### config.mk
export PLATFORM = sky130hd
export DESIGN_NAME = layer_mac_sched
export DESIGN_NICKNAME = d
export VERILOG_FILES = /design/src/rtl/layer_mac_sched.sv
export SDC_FILE = /design/constraint.sdc
export NUM_CORES = 1
export LEC_CHECK = 0
export CAP_MARGIN = 40
export CORE_MARGIN = 5
export CORE_UTILIZATION = 40
export CTS_CLUSTER_DIAMETER = 50
export DETAILED_ROUTE_END_ITERATION = 8
export GPL_TIMING_DRIVEN = 0
export HOLD_SLACK_MARGIN = 0.1
export PLACE_DENSITY = 0.67
export SLEW_MARGIN = 40
export SYNTH_ARGS = -nofsm -noshare
export SYNTH_HDL_FRONTEND = slang
export SYNTH_SLANG_ARGS = --single-unit
### constraint.sdc
create_clock -name clk -period 3.2 [get_ports clk]
set_input_delay 0.32 -clock clk [delete_from_list [all_inputs] [get_ports clk]]
set_output_delay 0.32 -clock clk [all_outputs]
set_load 0.02 [all_outputs]
### src/rtl/layer_mac_sched.sv
// Time-multiplexed scheduler for one fully-connected layer: one shared MAC walks
// every neuron's weights and bias from external synchronous memories, then applies ReLU.
module layer_mac_sched #(
  parameter int N_IN  = 15,
  parameter int N_OUT = 16,
  parameter int DW    = 16,
  localparam int WAW  = $clog2(N_OUT * (N_IN + 1)),
  localparam int AAW  = $clog2(N_IN),
  localparam int OIW  = $clog2(N_OUT),
  localparam int KW   = $clog2(N_IN + 1)
) (
  input  logic           clk,
  input  logic           reset,
  input  logic           start,
  input  logic           abort,
  output logic           busy,
  output logic           done,
  output logic           mem_rd,
  output logic [WAW-1:0] w_addr,
  input  logic [DW-1:0]  w_data,
  output logic [AAW-1:0] a_addr,
  input  logic [DW-1:0]  a_data,
  output logic           out_valid,
  input  logic           out_ready,
  output logic [OIW-1:0] out_idx,
  output logic [DW-1:0]  out_data
);

  localparam logic [2:0] IDLE  = 3'd0;
  localparam logic [2:0] ISSUE = 3'd1;
  localparam logic [2:0] DRAIN = 3'd2;
  localparam logic [2:0] EMIT  = 3'd3;
  localparam logic [2:0] FIN   = 3'd4;

  localparam logic [KW-1:0]  K_BIAS  = KW'(N_IN);
  localparam logic [KW-1:0]  K_LASTA = KW'(N_IN - 1);
  localparam logic [OIW-1:0] J_LAST  = OIW'(N_OUT - 1);

  logic [2:0]     state;
  logic [OIW-1:0] j;
  logic [KW-1:0]  k;
  logic [DW-1:0]  acc;
  logic           pend_valid;
  logic           pend_bias;
  logic [DW-1:0]  prod;

  assign prod = w_data * a_data;

  // pend_valid/pend_bias travel one cycle behind each issue so the accumulate
  // lines up with the memory's one-cycle read latency.
  always_ff @(posedge clk or negedge reset) begin
    if (!reset) begin
      state      <= IDLE;
      j          <= '0;
      k          <= '0;
      acc        <= '0;
      pend_valid <= 1'b0;
      pend_bias  <= 1'b0;
    end else begin
      pend_valid <= 1'b0;
      pend_bias  <= 1'b0;
      if (pend_valid)
        acc <= acc + (pend_bias ? w_data : prod);
      if (abort && state != IDLE) begin
        state <= IDLE;
      end else begin
        case (state)
          IDLE: if (start) begin
            j     <= '0;
            k     <= '0;
            acc   <= '0;
            state <= ISSUE;
          end
          ISSUE: begin
            pend_valid <= 1'b1;
            pend_bias  <= (k == K_BIAS);
            k          <= k + 1'b1;
            if (k == K_BIAS)
              state <= DRAIN;
          end
          DRAIN: state <= EMIT;
          EMIT: if (out_ready) begin
            if (j == J_LAST) begin
              state <= FIN;
            end else begin
              j     <= j + 1'b1;
              k     <= '0;
              acc   <= '0;
              state <= ISSUE;
            end
          end
          FIN:     state <= IDLE;
          default: state <= IDLE;
        endcase
      end
    end
  end

  assign busy      = (state == ISSUE) || (state == DRAIN) || (state == EMIT);
  assign done      = (state == FIN);
  assign mem_rd    = (state == ISSUE);
  assign out_valid = (state == EMIT);

  // The bias issue reuses the last activation index; its activation word is ignored.
  assign w_addr   = mem_rd ? WAW'(int'(j) * (N_IN + 1) + int'(k)) : '0;
  assign a_addr   = !mem_rd ? '0 : (k >= K_LASTA) ? AAW'(N_IN - 1) : AAW'(k);
  assign out_idx  = out_valid ? j : '0;
  assign out_data = (out_valid && !acc[DW-1]) ? acc : '0;

endmodule
==> results of run 1 <==
## worst max-delay path by stage
stage / startpoint / slack (ns) / endpoint
detailed placement: w_data[7] / -4.54 / acc[15]
floorplan: a_data[4] / -3.25 / acc[15]
global route: a_data[3] / -3.64 / acc[15]
finish: a_data[1] / -3.44 / acc[15]
global placement: w_data[7] / -4.50 / acc[15]
CTS: a_data[4] / -3.64 / acc[15]
## Yosys cell counts, types with 3 or more instances
cell | n | area (um^2)
fa_1 | 81 | 1620
a21oi_1 | 29 | 145
nand3b_1 | 3 | 22.5
clkbuf_1 | 24 | 90.1
mux2i_1 | 7 | 70.1
o31ai_1 | 3 | 22.5
nor3_1 | 10 | 50.1
xnor2_1 | 30 | 263
nand2b_1 | 3 | 18.8
nor2b_1 | 8 | 50.1
o21ai_0 | 22 | 110
dfrtp_1 | 29 | 726
and2_1 | 107 | 669
nand2_1 | 85 | 319
o21a_1 | 4 | 30.0
o21bai_1 | 3 | 22.5
ha_1 | 67 | 838
a21o_1 | 7 | 52.6
inv_1 | 129 | 484
nor2_1 | 33 | 124
xor2_1 | 12 | 105
or3_1 | 3 | 18.8
and3_1 | 3 | 18.8
a31oi_1 | 4 | 25.0
a211oi_1 | 4 | 30.0
mux2_2 | 4 | 45.0
and2_2 | 7 | 52.6
nor3b_1 | 4 | 30.0
nand3_1 | 8 | 40.0
## metrics by stage
step                util (%)  cell area, um^2
global route            51.9             8190
global placement        48.1             7590
finish                  51.9             8190
CTS                     51.2             8080
detailed placement      48.1             7580
floorplan                  -             6620
## metal layers
metal  up-vias  global-route usage (%)  part of all wire [%]
li1       2595                       -                     -
met1      2669                    25.5                    42
met2       132                    34.9                    49
met3        36                    4.33                   5.7
met4         0                    5.49                   2.5
met5         -                       0                     0
## flip-flops by register name, indices dropped and copies added (netlist names)
signal / flops
pend_bias: 1
pend_valid: 1
state: 3
k: 4
acc: 16
j: 4
## cell families (layout without fill, tap and decap cells)
group	after synthesis	after routing	synth area share [%]
adder cells (fa/ha/maj)	148	148	38.6
flip-flops	29	29	11.4
AND/OR/NAND/NOR	285	285	23.5
multiplexers	11	11	1.81
other	1	1	0.0588
buffers and inverters	157	261	9.44
AO/OA/AOI/OAI	89	89	8.60
XOR/XNOR	45	45	6.64
## layout make-up
class | instances | area, um^2
buffer | 24 | 219
clock buffer | 7 | 143
fill | 1543 | 7580
timing repair buffer | 100 | 951
tap | 216 | 270
inverter | 130 | 488
multi-input combinational | 579 | 5390
sequential | 29 | 726
## what timing repair did
action | in CTS | in global routing
gates cloned | 1 | 0
hold buffers | 0 | 0
resized for setup | 143 | 34
buffers inserted | 26 | 3
pin swaps | 32 | 28
setup endpoints to repair | 13 | 14
## worst max-delay path, stage by stage
cell and delay, ns:
buf_8 0.09, clkbuf_8 0.15, nand2_1 0.08, fa_1 0.53, fa_1 0.60, fa_1 0.44
fa_1 0.53, inv_1 0.06, fa_1 0.48, inv_1 0.05, fa_1 0.49, inv_2 0.05
ha_4 0.27, nand3_2 0.08, nand2_2 0.05, a41oi_2 0.19, nor2b_4 0.20, xor2_2 0.15
o21ai_2 0.11, ha_4 0.31, nand2_2 0.05, or4b_4 0.57, a31oi_4 0.17, o21ai_2 0.09
o2111a_1 0.13, or4_4 0.48, a21oi_2 0.13
==> results list, run 1 <==
- Worst hold-check slack: 0.0803 ns
* Main synth FF type: dfrtp_1
- Derived from the worst setup path, the maximum achievable clock frequency is 151 MHz.
* Worst-case headroom to the max-slew limit: 54.5%
* Count of maximum capacitance violations: 0
* Endpoint type of the worst setup path: flip-flop
- RSZ-0062 raised after global routing: yes
- The mapped netlist covers 6370 um^2.
- Final Max Tran Viols: 0
* Number of buffers inserted during clock tree synthesis: 5
* R2r worst-path depth: 15
- Share of flip-flops with an asynchronous set or reset: 100%
* Buffers on Ports: 70
- Including well taps, the total number of placed cells is 1051.
- No sink is reached through more buffers than the 2 on the longest clock path.
- Synthesis produced a netlist whose cell count is ~770.
- Pin count of the biggest net entering global routing: 30
- In the global route stage, overall resource usage came out at 20.2%.
* Core footprint: 15800 um^2
- Commonest non-fill, non-tap cell in the layout: inv_1
* Initial standard-cell utilization of the core: 40.4%
- Root buf cell: clkbuf_16
* Nets in the synthesized netlist: 950
* Clock tree from TritonCTS: done
- Clock-pin slew was measured on the worst setup and hold paths at 0.05 ns.
- The checks that failed: setup timing.
- The smallest clock period supported by the final layout is computed as between 6 and 7 ns.
- Width of the die: around 140 um
- For this block, the via count after detailed routing is 5432.
- DRC: 0
- The die covers roughly 19000 um^2.
- Vias in the first global route: 5860
- Timing analysis after detailed placement gives a worst setup slack of -4.54 ns.
- Yosys mapped the design onto 53 distinct sky130hd cell types.
- Wire length of the first global-routing pass: 29.5 mm
- The number of failing hold endpoints at the final stage came to 0.
- Synth warn: 0
- Critical Path Fanout Max: 6
* Number of setup violations in the final report: 12
- Final-layout setup total negative slack: -23.91 ns
- In the finished design, the share of the clock period the worst path needs comes to 208%.
- Run status: finished, violations left
* Aggregate global routing overflow: 0
- The number of antenna diodes in the final layout is 0.
* Clock sink total: 29
* Post-synthesis sequential element count: 29
- CP arrival: 6.85 ns
- In the routed layout, each cell is associated on average with a via count of between 5 and 6.
- After legalization and detailed placement, the total HPWL measured 13.6 mm.
* Largest clock skew in the final design: roughly 0.0087 ns
- After detailed routing, the average wire length per cell comes to 16.6 um.
- Standard-cell row count: between 40 and 50
- Mean cell area of the mapped netlist: 8.33 um^2
* Number of routed nets with antenna violations: 0
* Proportion of synthesized chip area in sequential cells: 11.4%
* Worst-skew pair later-pin latency: roughly 0.28 ns
- Reg2Reg Setup Slack: -0.47 ns
- In this run the critical register-to-register path is captured at acc[10].
* Wire length after detailed routing: 18.0 mm
* H-tree levels: 2
- The startpoint identified for the worst register-to-register timing path is pend_bias.
- The count of cells in the finished layout, fillers not included, comes to 1085.
- In the layout the commonest cells are inv_1, and2_1, nand2_1, fa_1, ha_1.
- STA classifies the critical path startpoint as an input port.
- In the post-route analysis, the smallest setup slack over all paths is -3.44 ns.
- The tightest min-delay check is of the in -> async type.
* Floorplan die height: 136 um
* Crit Path Class: in -> reg
- TritonRoute pass-1 iters: 4
* Count of flip-flops with a built-in enable after synthesis: 0
- For the pin with the worst max-slew slack, the measured transition is 0.682 ns.
- Synthesis-to-layout area growth: 28.5%
- Number of primary I/O pins: 73
- Number of antenna violations at the first check in global routing: 0
* Share of post-route cells with drive strength above 1: between 10% and 20%
* Placer congestion estimate: about 0.85
- Crit path required time: 3.41 ns
- Net count reported at finish: 1054
- After the first detailed-routing iteration, the DRC count stood at 219.
Power of run 1 is left out: the tool's default activity adds up to more than one toggle a clock period on the data nets, which glitch-free logic cannot reach.
==> run 2: changes to the inputs <==
Settings changed: ABC_CLOCK_PERIOD_IN_PS from default to 3200.
==> results of run 2 <==
No change in the layout: final DEF, timing and power equal those of run 1.
Power of run 2 is left out for the same reason.
